[config.mk]
export PLATFORM = sky130hd
export DESIGN_NAME = booth_mult_seq
export DESIGN_NICKNAME = d
export VERILOG_FILES = /design/src/rtl/booth_pkg.sv /design/src/rtl/booth_pp_gen.sv /design/src/rtl/booth_mult_seq.sv
export SDC_FILE = /design/constraint.sdc
export NUM_CORES = 1
export LEC_CHECK = 0
export ABC_AREA = 1
export CAP_MARGIN = 20
export CORE_MARGIN = 4
export CORE_UTILIZATION = 30
export CTS_CLUSTER_DIAMETER = 30
export DETAILED_ROUTE_END_ITERATION = 7
export PLACE_DENSITY = 0.58
export SLEW_MARGIN = 20
export SYNTH_ARGS = -nofsm -noshare
export SYNTH_HDL_FRONTEND = slang
export SYNTH_HIERARCHICAL = 1
export SYNTH_SLANG_ARGS = --single-unit
[constraint.sdc]
create_clock -name clk -period 8.1 [get_ports clk]
set_clock_uncertainty 0.1 [all_clocks]
set_input_delay 1.215 -clock clk [delete_from_list [all_inputs] [get_ports clk]]
set_output_delay 1.215 -clock clk [all_outputs]
set_load 0.02 [all_outputs]
[src/rtl/booth_pkg.sv]
// Shared types for the radix-4 Booth multiplier: digit selects, FSM states and the digit decoder.
package booth_pkg;

    typedef enum logic [2:0] {
        B_ZERO,
        B_POS1,
        B_POS2,
        B_NEG2,
        B_NEG1
    } booth_sel_t;

    typedef enum logic [1:0] {
        S_IDLE,
        S_CALC,
        S_DONE
    } mul_state_t;

    // bits = {b[2i+1], b[2i], b[2i-1]}
    function automatic booth_sel_t booth_decode(input logic [2:0] bits);
        booth_sel_t sel;
        case (bits)
            3'b001, 3'b010: sel = B_POS1;
            3'b011:         sel = B_POS2;
            3'b100:         sel = B_NEG2;
            3'b101, 3'b110: sel = B_NEG1;
            default:        sel = B_ZERO;
        endcase
        return sel;
    endfunction

endpackage

[src/rtl/booth_pp_gen.sv]
// Combinational Booth partial-product generator: 0, +-A or +-2A on a (WIDTH+2)-bit path.
module booth_pp_gen
    import booth_pkg::*;
#(
    parameter int unsigned WIDTH = 32
) (
    input  booth_sel_t         i_sel,
    input  logic [WIDTH+1:0]   i_a,
    output logic [WIDTH+1:0]   o_pp
);

    localparam logic [WIDTH+1:0] PP_ONE = {{(WIDTH+1){1'b0}}, 1'b1};

    logic [WIDTH+1:0] w_a2;

    assign w_a2 = {i_a[WIDTH:0], 1'b0};

    always_comb begin
        o_pp = '0;
        case (i_sel)
            B_POS1:  o_pp = i_a;
            B_POS2:  o_pp = w_a2;
            B_NEG2:  o_pp = (~w_a2) + PP_ONE;
            B_NEG1:  o_pp = (~i_a) + PP_ONE;
            default: o_pp = '0;
        endcase
    end

endmodule

[src/rtl/booth_mult_seq.sv]
// Iterative radix-4 Booth multiplier, one digit per clock, valid/ready on both sides.
// Define BOOTH_MULT_UNSIGNED_EN to add the in_signed input for unsigned operation.
module booth_mult_seq
    import booth_pkg::*;
#(
    parameter int unsigned WIDTH = 32
) (
    input  logic                 clk,
    input  logic                 reset,
`ifdef BOOTH_MULT_UNSIGNED_EN
    input  logic                 in_signed,
`endif
    input  logic                 in_valid,
    output logic                 in_ready,
    input  logic [WIDTH-1:0]     in_a,
    input  logic [WIDTH-1:0]     in_b,
    output logic                 out_valid,
    input  logic                 out_ready,
    output logic [2*WIDTH-1:0]   out_p
);

`ifdef BOOTH_MULT_UNSIGNED_EN
    localparam int unsigned BW = WIDTH + 2;
`else
    localparam int unsigned BW = WIDTH;
`endif
    // One spare bit on the upper slice keeps the unsigned running sum from wrapping.
    localparam int unsigned HW = WIDTH + 3;
    localparam int unsigned AW = HW + BW;
    localparam int unsigned CW = $clog2(BW / 2 + 1);

    mul_state_t           r_state;
    logic                 r_in_ready;
    logic                 r_out_valid;
    logic [WIDTH+1:0]     r_a;
    logic [BW:0]          r_b;
    logic [AW-1:0]        r_acc;
    logic [CW-1:0]        r_cnt;
    logic [2*WIDTH-1:0]   r_p;
`ifdef BOOTH_MULT_UNSIGNED_EN
    logic                 r_signed;
`endif

    logic                 w_sgn;
    logic [WIDTH+1:0]     w_a_ext;
    logic [BW-1:0]        w_b_ext;
    booth_sel_t           w_sel;
    logic [WIDTH+1:0]     w_pp;
    logic [HW-1:0]        w_sum;
    logic signed [AW-1:0] w_cat;
    logic [AW-1:0]        w_acc_next;
    logic [CW-1:0]        w_nstep;
    logic                 w_last;
    logic [2*WIDTH-1:0]   w_prod;

`ifdef BOOTH_MULT_UNSIGNED_EN
    assign w_sgn   = in_signed;
    assign w_b_ext = {{2{in_b[WIDTH-1] & w_sgn}}, in_b};
    assign w_nstep = r_signed ? CW'(WIDTH / 2) : CW'(WIDTH / 2 + 1);
    // Signed ops stop one digit early, so the product sits two bits higher.
    assign w_prod  = r_signed ? w_acc_next[2*WIDTH+1:2] : w_acc_next[2*WIDTH-1:0];
`else
    assign w_sgn   = 1'b1;
    assign w_b_ext = in_b;
    assign w_nstep = CW'(WIDTH / 2);
    assign w_prod  = w_acc_next[2*WIDTH-1:0];
`endif

    assign w_a_ext = {{2{in_a[WIDTH-1] & w_sgn}}, in_a};
    assign w_sel   = booth_decode(r_b[2:0]);

    booth_pp_gen #(
        .WIDTH (WIDTH)
    ) u_pp_gen (
        .i_sel (w_sel),
        .i_a   (r_a),
        .o_pp  (w_pp)
    );

    assign w_sum      = r_acc[AW-1 -: HW] + {w_pp[WIDTH+1], w_pp};
    assign w_cat      = {w_sum, r_acc[BW-1:0]};
    assign w_acc_next = w_cat >>> 2;
    assign w_last     = (r_cnt == w_nstep - CW'(1));

    always_ff @(posedge clk) begin
        if (reset) begin
            r_state     <= S_IDLE;
            r_in_ready  <= 1'b1;
            r_out_valid <= 1'b0;
            r_a         <= '0;
            r_b         <= '0;
            r_acc       <= '0;
            r_cnt       <= '0;
            r_p         <= '0;
`ifdef BOOTH_MULT_UNSIGNED_EN
            r_signed    <= 1'b1;
`endif
        end else begin
            case (r_state)
                S_IDLE: begin
                    if (in_valid && r_in_ready) begin
                        r_a        <= w_a_ext;
                        r_b        <= {w_b_ext, 1'b0};
                        r_acc      <= '0;
                        r_cnt      <= '0;
`ifdef BOOTH_MULT_UNSIGNED_EN
                        r_signed   <= in_signed;
`endif
                        r_in_ready <= 1'b0;
                        r_state    <= S_CALC;
                    end
                end
                S_CALC: begin
                    r_acc <= w_acc_next;
                    r_b   <= {r_b[BW], r_b[BW], r_b[BW:2]};
                    r_cnt <= r_cnt + CW'(1);
                    if (w_last) begin
                        r_p         <= w_prod;
                        r_out_valid <= 1'b1;
                        r_state     <= S_DONE;
                    end
                end
                S_DONE: begin
                    if (out_ready) begin
                        r_out_valid <= 1'b0;
                        r_in_ready  <= 1'b1;
                        r_state     <= S_IDLE;
                    end
                end
                default: begin
                    r_state     <= S_IDLE;
                    r_in_ready  <= 1'b1;
                    r_out_valid <= 1'b0;
                end
            endcase
        end
    end

    assign in_ready  = r_in_ready;
    assign out_valid = r_out_valid;
    assign out_p     = r_p;

endmodule

==> flow_summary.json <==
{
  "grt_pass1_vias": 11561,
  "setup_violations": 0,
  "grt_usage_pct": 17.2,
  "maxCapViolCount": 0,
  "core_mm2": 0.0386,
  "syn_to_final_growth_pct": 30.6,
  "vdd_drop_max_uv": 135,
  "antenna_found_initial": 0,
  "status": "completed",
  "ys_warn_count": 6,
  "numCtsBuffers": 50,
  "crit_required_ns": 8.46,
  "hp-start": "out_p[12]$_SDFFE_PP0P_",
  "layout-drive-gt1-share_pct": 7.28,
  "synthArstFlopShare_pct": 0,
  "worstSetupPathType": "reg -> reg",
  "synth.area.top_cells": "dfxtp_1, nand2_1, a21oi_1",
  "clk_latency_ns": 0.57,
  "r2r-end": "out_p[57]$_SDFFE_PP0P_",
  "timing.fmax_mhz": 246,
  "cts_root_buffer": "clkbuf_16",
  "p_leak_nw": 6.48,
  "post-route-drc-count": 0,
  "drt_iter0_markers": 758,
  "grt_max_degree": 79,
  "hold_viol_final": 0,
  "vias": 11977,
  "worst_r2r_path_depth": 19,
  "rr_startpoint": "r_b[2]$_SDFFE_PP0P_",
  "ant_nets": 0,
  "report.final.slew_viol_count": 0,
  "cts.sinks": 201,
  "dieArea_mm2": 0.0422,
  "h-tree-depth": 2,
  "rsz0062_at_grt": "no",
  "end_kind": "flip-flop",
  "final_cell_mix": "nand2_1, dfxtp_1, inv_1, nor2_1, a21oi_1",
  "postCtsSetupRepairBufs": 0,
  "viasPerCell": 4.83,
  "tns_ns": 0,
  "finalPower_mw": 3.94,
  "overflow": 0,
  "avgSynthCellArea_um2": 6.46,
  "crit_fanout": 33,
  "relSlewSlack_pct": 36.2,
  "detail_route.first_pass.iterations": 5,
  "finish.utilization_pct": 39.6,
  "synth_top_cell_by_area": "dfxtp_1",
  "fin_crit_sh_pct": 50.1,
  "crit_start": "r_b[2]$_SDFFE_PP0P_",
  "place_hpwl_mm": 26.9,
  "holdPathEnd": "out_p[12]$_SDFFE_PP0P_",
  "synth.distinct_cells": 43,
  "initial_core_util_pct": 30.3,
  "holdPathStages": 2,
  "cts-resized-gates": 0,
  "hold_path_class": "reg -> reg",
  "synth_fp_nets": 1915,
  "rows": 72,
  "syn_inst": 1809,
  "final_common_cell": "nand2_1",
  "start_kind": "flip-flop",
  "fillers": 4198,
  "dieWidth_um": 205,
  "yosys_most_used_dff": "dfxtp_1",
  "fin_nets": 2030,
  "cts_hold_buf": 0,
  "worstPathArrival_ns": 4.41,
  "syn_area_mm2": 0.0117,
  "worst-r2r-setup-slack_ns": 4.04,
  "synth-edff-count": 0,
  "wire_per_inst_um": 15.0,
  "grt_pass1_wl_mm": 59.2,
  "p_per_area_mw_per_mm2": 258,
  "synth_top_area_share_pct": 34.4,
  "routed_wl_mm": 37.3,
  "post-route-min-period_ns": 4.06,
  "synth_seq_cells": 201,
  "io_buffers": 133,
  "ys_seq_area_share_pct": 34.4,
  "cts_buffer_depth": 3,
  "insertedDiodeCount": 0,
  "clk_pin_slew_worst_paths_ns": 0.05,
  "fp.dieH_um": 205,
  "worstMarginPinSlew_ns": 0.952,
  "ios": 134,
  "cts_tree": "built",
  "gp_congestion": 0.909
}
routing by layer:
layer	GRT usage, %	up-vias	routed length (um)	part of all wire [%]
met5	0	-	0	0
met4	5.74	0	947	2.5
met3	3.67	53	1710	4.6
met2	30.4	256	18300	49
met1	20.9	5556	16300	44
li1	-	6112	-	-
state kept, by name (all words and copies together) (netlist names):
name	cells
r_state	2
r_cnt	5
out_valid	1
out_p	64
r_b	33
r_acc	63
in_ready	1
r_a	32
cells by family (layout without fill, tap and decap cells):
logic type               after synthesis  count (layout)  share of synthesized area, %
adder cells (fa/ha/maj)               38              38                          4.13
buffers and inverters                273             428                          9.45
AND/OR/NAND/NOR                      904             904                          32.6
AO/OA/AOI/OAI                        367             367                          17.4
XOR/XNOR                              26              26                          1.95
flip-flops                           201             201                          34.4
layout make-up:
cell class,count,area [um2],area share [%]
Inverter,194,728,4.77
Sequential cell,201,4020,26.4
Tap cell,518,648,4.25
Multi-Input combinational cell,1335,6560,43.0
Clock buffer,59,1350,8.82
Timing Repair Buffer,142,1400,9.15
Clock inverter,33,553,3.62
synthesized netlist by cell type (2+ instances only):
cell type / count
o22ai_1: 32
nor2_2: 7
inv_2: 6
a31oi_1: 32
nor3_1: 12
nand3b_1: 23
nand2_2: 13
nand3_1: 98
o21a_1: 11
dfxtp_1: 201
clkbuf_1: 35
buf_4: 7
inv_1: 187
nand3_2: 2
o21ai_0: 110
nor2_8: 3
a21boi_0: 2
o221ai_1: 2
o21bai_1: 22
xor2_1: 25
nand2_1: 547
o21ai_2: 2
buf_2: 34
o211ai_1: 2
o21ai_1: 6
nor3_2: 2
nand4_1: 10
nor2_4: 5
a21oi_1: 142
nor2_1: 180
ha_1: 37
stage by stage:
stage	area (um2)	worst slack [ns]	hold slack [ns]	std cells
floorplan	11700	5.09	0.340	1809
CTS	15300	4.15	0.359	2482
detailed placement	13400	3.93	0.351	2390
finish	15300	4.04	0.360	2482
global route	15300	3.75	0.376	2482
global placement	13400	3.86	0.349	2390
power by group:
group / switching (mW) / internal, mW
logic: 0.425 / 0.205
clock network: 0.648 / 1.57
registers: 0.0455 / 1.04
total: 1.12 / 2.82
critical path, stage by stage (launching register included):
cell      delay [ns]
dfxtp_1         0.42
inv_1           0.11
nor3b_1         0.34
inv_1           0.14
nand3_1         0.09
buf_4           0.35
o22ai_1         0.12
nand3b_1        0.23
ha_1            0.40
nand2_1         0.12
nor2_1          0.17
inv_1           0.12
nor3_1          0.44
nand3_1         0.29
nand2_1         0.14
nand2_1         0.08
nand2_1         0.10
nand2_1         0.06
nand2_1         0.08
inv_1           0.03
worst max path at each step:
stage / to / slack [ns] / depth (start not counted)
after global placement: r_state[0]$_SDFFE_PP0P_ / 3.86 / 5
final: out_p[57]$_SDFFE_PP0P_ / 4.04 / 19
after global routing: out_p[57]$_SDFFE_PP0P_ / 3.75 / 19
after CTS: out_p[60]$_SDFFE_PP0P_ / 4.15 / 22
after detailed placement: r_state[0]$_SDFFE_PP0P_ / 3.93 / 5
after floorplan: out_p[60]$_SDFFE_PP0P_ / 5.09 / 21
No activity file was read; power rests on OpenSTA's default activity.
